`src/rtl/riscv_mem_lsu.sv`:
```
// Memory-stage load/store unit between EX and WB. It drives a req/gnt/rvalid data-memory
// port, aligns and extends data, flags misaligned or illegal accesses, and registers the WB result.
module riscv_mem_lsu #(
   parameter  int WORD_SIZE = 32,
   localparam int BE_W      = WORD_SIZE / 8
) (
   input  logic                 clk_i,
   input  logic                 rst_i,
   input  logic                 ex_valid_i,
   input  logic                 mem_read_i,
   input  logic                 mem_write_i,
   input  logic [2:0]           funct3_i,
   input  logic [WORD_SIZE-1:0] alu_out_i,
   input  logic [WORD_SIZE-1:0] rs2_data_i,
   input  logic [4:0]           rd_addr_i,
   input  logic                 reg_write_i,
   output logic                 stall_o,
   output logic                 dmem_req_o,
   output logic                 dmem_we_o,
   output logic [BE_W-1:0]      dmem_be_o,
   output logic [WORD_SIZE-1:0] dmem_addr_o,
   output logic [WORD_SIZE-1:0] dmem_wdata_o,
   input  logic                 dmem_gnt_i,
   input  logic                 dmem_rvalid_i,
   input  logic [WORD_SIZE-1:0] dmem_rdata_i,
   output logic                 wb_valid_o,
   output logic                 wb_reg_write_o,
   output logic                 wb_mem_to_reg_o,
   output logic [WORD_SIZE-1:0] wb_data_o,
   output logic [WORD_SIZE-1:0] wb_alu_out_o,
   output logic [4:0]           wb_rd_addr_o,
   output logic                 misalign_o,
   output logic [WORD_SIZE-1:0] misalign_addr_o
);

   localparam int OFF_W = $clog2(BE_W);

   typedef enum logic [1:0] {IDLE, REQ, RESP} state_t;

   state_t               state;
   logic [OFF_W-1:0]     off;
   logic                 is_mem, illegal, misaligned, bad, go;
   logic                 req_active, complete, mem_done;
   logic [BE_W-1:0]      be_base;
   logic [WORD_SIZE-1:0] shifted, load_data;

   // NOTE: every signal written here gets a default first, so no path can infer a latch.
   always_comb begin
      off        = alu_out_i[OFF_W-1:0];
      is_mem     = ex_valid_i && (mem_read_i || mem_write_i);
      illegal    = 1'b0;
      misaligned = 1'b0;
      unique case (funct3_i)
         3'b000, 3'b100: misaligned = 1'b0;
         3'b001, 3'b101: misaligned = off[0];
         3'b010:         misaligned = off[1:0] != 2'b00;
         3'b110: begin
            illegal    = WORD_SIZE != 64;
            misaligned = off[1:0] != 2'b00;
         end
         3'b011: begin
            illegal    = WORD_SIZE != 64;
            misaligned = off != '0;
         end
         default:        illegal = 1'b1;
      endcase
      bad = is_mem && (illegal || misaligned);
      go  = is_mem && !bad;
   end

   // Byte enables and lane-replicated store data
   always_comb begin
      be_base      = '1;
      dmem_wdata_o = rs2_data_i;
      unique case (funct3_i[1:0])
         2'b00: begin
            be_base      = BE_W'(1);
            dmem_wdata_o = {BE_W{rs2_data_i[7:0]}};
         end
         2'b01: begin
            be_base      = BE_W'(3);
            dmem_wdata_o = {(BE_W/2){rs2_data_i[15:0]}};
         end
         2'b10: begin
            be_base      = BE_W'(15);
            dmem_wdata_o = {(BE_W/4){rs2_data_i[31:0]}};
         end
         default: begin
            be_base      = '1;
            dmem_wdata_o = rs2_data_i;
         end
      endcase
   end

   // Load extraction: move the addressed lane to bit 0, then extend
   always_comb begin
      shifted = dmem_rdata_i >> {off, 3'b000};
      unique case (funct3_i)
         3'b000:  load_data = WORD_SIZE'($signed(shifted[7:0]));
         3'b001:  load_data = WORD_SIZE'($signed(shifted[15:0]));
         3'b010:  load_data = WORD_SIZE'($signed(shifted[31:0]));
         3'b100:  load_data = WORD_SIZE'(shifted[7:0]);
         3'b101:  load_data = WORD_SIZE'(shifted[15:0]);
         3'b110:  load_data = WORD_SIZE'(shifted[31:0]);
         default: load_data = shifted;
      endcase
   end

   // Handshake: a grant ends a store; a load needs rvalid, which may ride along with the grant.
   always_comb begin
      mem_done   = dmem_gnt_i && (mem_write_i || dmem_rvalid_i);
      req_active = !rst_i && ((state == IDLE && go) || state == REQ);
      unique case (state)
         IDLE:    complete = (ex_valid_i && !is_mem) || bad || (go && mem_done);
         REQ:     complete = mem_done;
         RESP:    complete = dmem_rvalid_i;
         default: complete = 1'b0;
      endcase
      stall_o      = !rst_i && (state != IDLE || go) && !complete;
      dmem_req_o   = req_active;
      dmem_we_o    = req_active && mem_write_i;
      dmem_be_o    = req_active ? (be_base << off) : '0;
      dmem_addr_o  = {alu_out_i[WORD_SIZE-1:OFF_W], {OFF_W{1'b0}}};
   end

   // NOTE: sequential state uses non-blocking assignments so every register samples pre-edge values.
   always_ff @(posedge clk_i) begin
      if (rst_i) begin
         state           <= IDLE;
         wb_valid_o      <= 1'b0;
         wb_reg_write_o  <= 1'b0;
         wb_mem_to_reg_o <= 1'b0;
         wb_data_o       <= '0;
         wb_alu_out_o    <= '0;
         wb_rd_addr_o    <= '0;
         misalign_o      <= 1'b0;
         misalign_addr_o <= '0;
      end else begin
         unique case (state)
            IDLE: if (go && !mem_done) state <= dmem_gnt_i ? RESP : REQ;
            REQ:  if (dmem_gnt_i)      state <= mem_done ? IDLE : RESP;
            RESP: if (dmem_rvalid_i)   state <= IDLE;
            default:                   state <= IDLE;
         endcase
         wb_valid_o <= complete;
         misalign_o <= state == IDLE && bad;
         if (complete) begin
            wb_reg_write_o  <= reg_write_i && !bad;
            wb_mem_to_reg_o <= mem_read_i;
            wb_data_o       <= (mem_read_i && !bad) ? load_data : '0;
            wb_alu_out_o    <= alu_out_i;
            wb_rd_addr_o    <= rd_addr_i;
         end
         if (state == IDLE && bad) misalign_addr_o <= alu_out_i;
      end
   end

endmodule

```
`config.mk`:
```
export PLATFORM = sky130hd
export DESIGN_NAME = riscv_mem_lsu
export DESIGN_NICKNAME = d
export VERILOG_FILES = /design/src/rtl/riscv_mem_lsu.sv
export SDC_FILE = /design/constraint.sdc
export NUM_CORES = 1
export LEC_CHECK = 0
export ABC_AREA = 1
export BUFFER_PORTS_ARGS = -buffer_cell sky130_fd_sc_hd__clkbuf_2
export CORE_MARGIN = 5
export CORE_UTILIZATION = 46
export CTS_CLUSTER_SIZE = 12
export DETAILED_ROUTE_END_ITERATION = 6
export PLACE_DENSITY = 0.81
export SKIP_CTS_REPAIR_TIMING = 1
export SYNTH_ARGS = -nofsm -noshare
export SYNTH_HDL_FRONTEND = slang
export SYNTH_SLANG_ARGS = --single-unit
```
`constraint.sdc`:
```
create_clock -name clk_i -period 2.4 [get_ports clk_i]
set_clock_uncertainty 0.15 [all_clocks]
set_input_delay 0.48 -clock clk_i [delete_from_list [all_inputs] [get_ports clk_i]]
set_output_delay 0.48 -clock clk_i [all_outputs]
set_load 0.05 [all_outputs]
```
==> qor.txt <==
root buffer selected by CTS: sky130_fd_sc_hd__clkbuf_16
Pre-Repair DR Iteration Count: 5
count of cells along the worst register-to-register path: 7
area of all placed cells without fillers: 7510 um^2
Critical R2R Capture: misalign_addr_o[5]
met2 layer wire length in the routed design: 9190 um
worst hold path stage count: 3
number of antenna violations at the first check in global routing: 1
Setup-failing EPs final: 0
Highest Signal Layer: met4
worst hold-check path type: primary input to register
# port buffers: 285
clock tree from TritonCTS: built
Syn Inst Count: 835
Synth area leaders: sky130_fd_sc_hd__dfxtp_1 (37%), sky130_fd_sc_hd__nand2_1 (14%), sky130_fd_sc_hd__nand3_1 (10%)
wire length of the first global-routing pass: 29200 um
area share of the largest cell type after synthesis: 37.4%
sort of element at the end of the critical path: output port
chip height: 122 um
commonest cells after routing, fill and taps aside: sky130_fd_sc_hd__clkbuf_2 (274), sky130_fd_sc_hd__nand2_1 (215), sky130_fd_sc_hd__nand3_1 (116)
origin of the worst min-delay path: rd_addr_i[1]
Avg WL per Cell: 15.4 um
gr ovfl total: 0
data arrival at the endpoint of the critical path: 1.67 ns
reg-to-reg setup timing slack: 0.32 ns
post-synthesis sequential element count: 107
Hold Crit Endpoint: wb_rd_addr_o[1]
Row Count: 40
total DRC errors in the routed layout: 0
total I/O pin count: 288
Post-Route Setup TNS: 0 ns
Die X: 122 um
GP Congestion: 0.883
post-synthesis cell type count: 30
count of nets left with antenna violations after detail routing: 0
number of H-tree levels: 3
minimum clock period after layout: 2.30 ns
power density over the cells: 691 nW/um^2
critical path class: register to output port
combined area of all synthesized cells: 5720 um^2
Max Clk Rate: 0.434 GHz
Std-Cell Core Area: 12100 um^2
dpl hpwl: 13600 um
worst hold slack across all endpoints: 0.205 ns
via density per instance: 5.24
full die area: 14800 um^2
per-instance average area after synthesis: 6.86 um^2
type of origin of the critical path: register
placed inst area: 7180 um^2
largest net degree at the start of global routing: 73
layout net count: 1163
number of buffers added by the clock tree synthesis step: 9
Worst-Skew Late Latency: 0.33 ns
number of design-rule violations left by the first detailed-router iteration: 531
Initial Util: 47.3%
setup repair after global routing missed its margin: no
total routing usage reported by global routing: 24.0%
routed via count: 6419
largest buffer count on any clock path: 2
remaining max-slew budget at the tightest pin: 46.8%
area added between synthesis and finish: 31.2%
total leakage power: 0.00403 uW
maximum fanout along the worst path: 4
most frequent standard cell in the layout excluding fill and tap cells: sky130_fd_sc_hd__clkbuf_2
ratio of cells with drive above 1 in the final layout: 33.7%
yosys synthesis warning count: 0
CTS clock-pin slew for the worst setup and hold paths: 0.07 ns
post-route met1 wirelength: 7950 um
outcome: complete, no violations
sinks on the clock net: 107
top cell type by total area after synthesis: sky130_fd_sc_hd__dfxtp_1
met3 routed WL: 1390 um
worst vdd rail ir drop: 0.000545 V
Final Core Density: 62.0%
max-cap check violation count: 0
share of the clock period used by the worst path after layout: 96.0%
routed wire length: 18900 um
post-synthesis sequential area ratio: 37.4%
via count of the first global-routing pass: 5867
final hold vios: 0
Crit Reg-Reg Startpoint: state[0]
slew at the pin closest to its max-slew limit: 0.796 ns
worst setup timing slack at the placement stage: -0.0416 ns
Worst EP required: 1.77 ns
Final WS setup: 0.0972 ns
Final Max Slew Viols: 0
[cells by family (layout without fill, tap and decap cells)]
group                  Yosys count  count (layout)  share of synthesized area (%)
and+or+nand+nor                511             511                           41.0
buffers and inverters          134             354                           13.6
DFF                            107             107                           37.4
AOI/OAI and AO/OA               82              82                           7.93
other                            1               3                         0.0655
[Yosys cell counts]
cell	count
sky130_fd_sc_hd__nand2_2	2
sky130_fd_sc_hd__nor3_1	2
sky130_fd_sc_hd__o21a_2	1
sky130_fd_sc_hd__nor2_4	2
sky130_fd_sc_hd__a21o_1	1
sky130_fd_sc_hd__conb_1	1
sky130_fd_sc_hd__clkbuf_1	26
sky130_fd_sc_hd__o21ai_1	5
sky130_fd_sc_hd__a21oi_1	17
sky130_fd_sc_hd__nand4_1	71
sky130_fd_sc_hd__nand3_2	2
sky130_fd_sc_hd__o211ai_1	6
sky130_fd_sc_hd__inv_1	23
sky130_fd_sc_hd__nor3_2	1
sky130_fd_sc_hd__nand2_8	1
sky130_fd_sc_hd__buf_6	11
sky130_fd_sc_hd__dfxtp_1	107
sky130_fd_sc_hd__buf_1	4
sky130_fd_sc_hd__nand2_1	217
sky130_fd_sc_hd__nand3_1	116
sky130_fd_sc_hd__nand3b_1	1
sky130_fd_sc_hd__nor2_2	1
sky130_fd_sc_hd__a21boi_2	1
sky130_fd_sc_hd__o21ai_0	50
sky130_fd_sc_hd__buf_2	25
sky130_fd_sc_hd__buf_4	43
sky130_fd_sc_hd__nand3_4	3
sky130_fd_sc_hd__a31oi_4	1
sky130_fd_sc_hd__nor2_1	92
sky130_fd_sc_hd__inv_2	2
[state kept, by name, summed over array words and instances (netlist names), 2 cells and up]
name / count
misalign_addr_o: 32
wb_alu_out_o: 32
state: 2
wb_data_o: 32
wb_rd_addr_o: 5
[through the flow]
step / total power, uW / std cells
2_1_floorplan: 3270 / 836
3_3_place_gp: 3690 / 1208
3_5_place_dp: 3710 / 1208
4_1_cts: 5230 / 1224
5_1_grt: 5410 / 1225
6_report: 5190 / 1225
[power by group]
part	total (uW)	switching (uW)	internal, uW	leakage (uW)
clock network	1520	693	830	0.000151
logic	1700	1280	429	0.00300
registers	1970	66.7	1900	0.000877
total	5190	2030	3160	0.00403
[area by class of cell]
type                    count  area, um^2
repair buffers            313        1870
diodes                      1        2.50
well taps                 168         210
fillers                  1176        4600
clock buffers               9         225
flip-flops and latches    107        2140
multi-input cells         595        2880
inverters                  25        96.3
clock inverters             7        87.6
[metal layers]
layer	global-route usage, %	up-vias
met2	39.4	246
met4	7.00	0
met3	5.62	28
met5	0	-
li1	-	3187
met1	31.7	2958
[worst max path at each step]
stage | from | endpoint | slack [ns] | cells past startpoint
after floorplan | funct3_i[1] | dmem_be_o[0] | -0.20 | 7
after global placement | alu_out_i[0] | misalign_addr_o[31] | 0.01 | 10
after CTS | alu_out_i[0] | dmem_be_o[0] | 0.02 | 9
final | state[1] | stall_o | 0.1 | 6
after detailed placement | alu_out_i[0] | misalign_addr_o[5] | -0.04 | 10
after global routing | alu_out_i[0] | dmem_be_o[0] | 0.003 | 9
[worst max-delay path, cell delays in order, from the launching register on]
cell	delay [ns]
sky130_fd_sc_hd__dfxtp_1	0.33
sky130_fd_sc_hd__inv_1	0.13
sky130_fd_sc_hd__nor3_1	0.10
sky130_fd_sc_hd__a31oi_4	0.28
sky130_fd_sc_hd__nand2_8	0.09
sky130_fd_sc_hd__nor3_4	0.10
sky130_fd_sc_hd__clkbuf_2	0.32
Note: power is estimated with default switching activity, not from simulation.
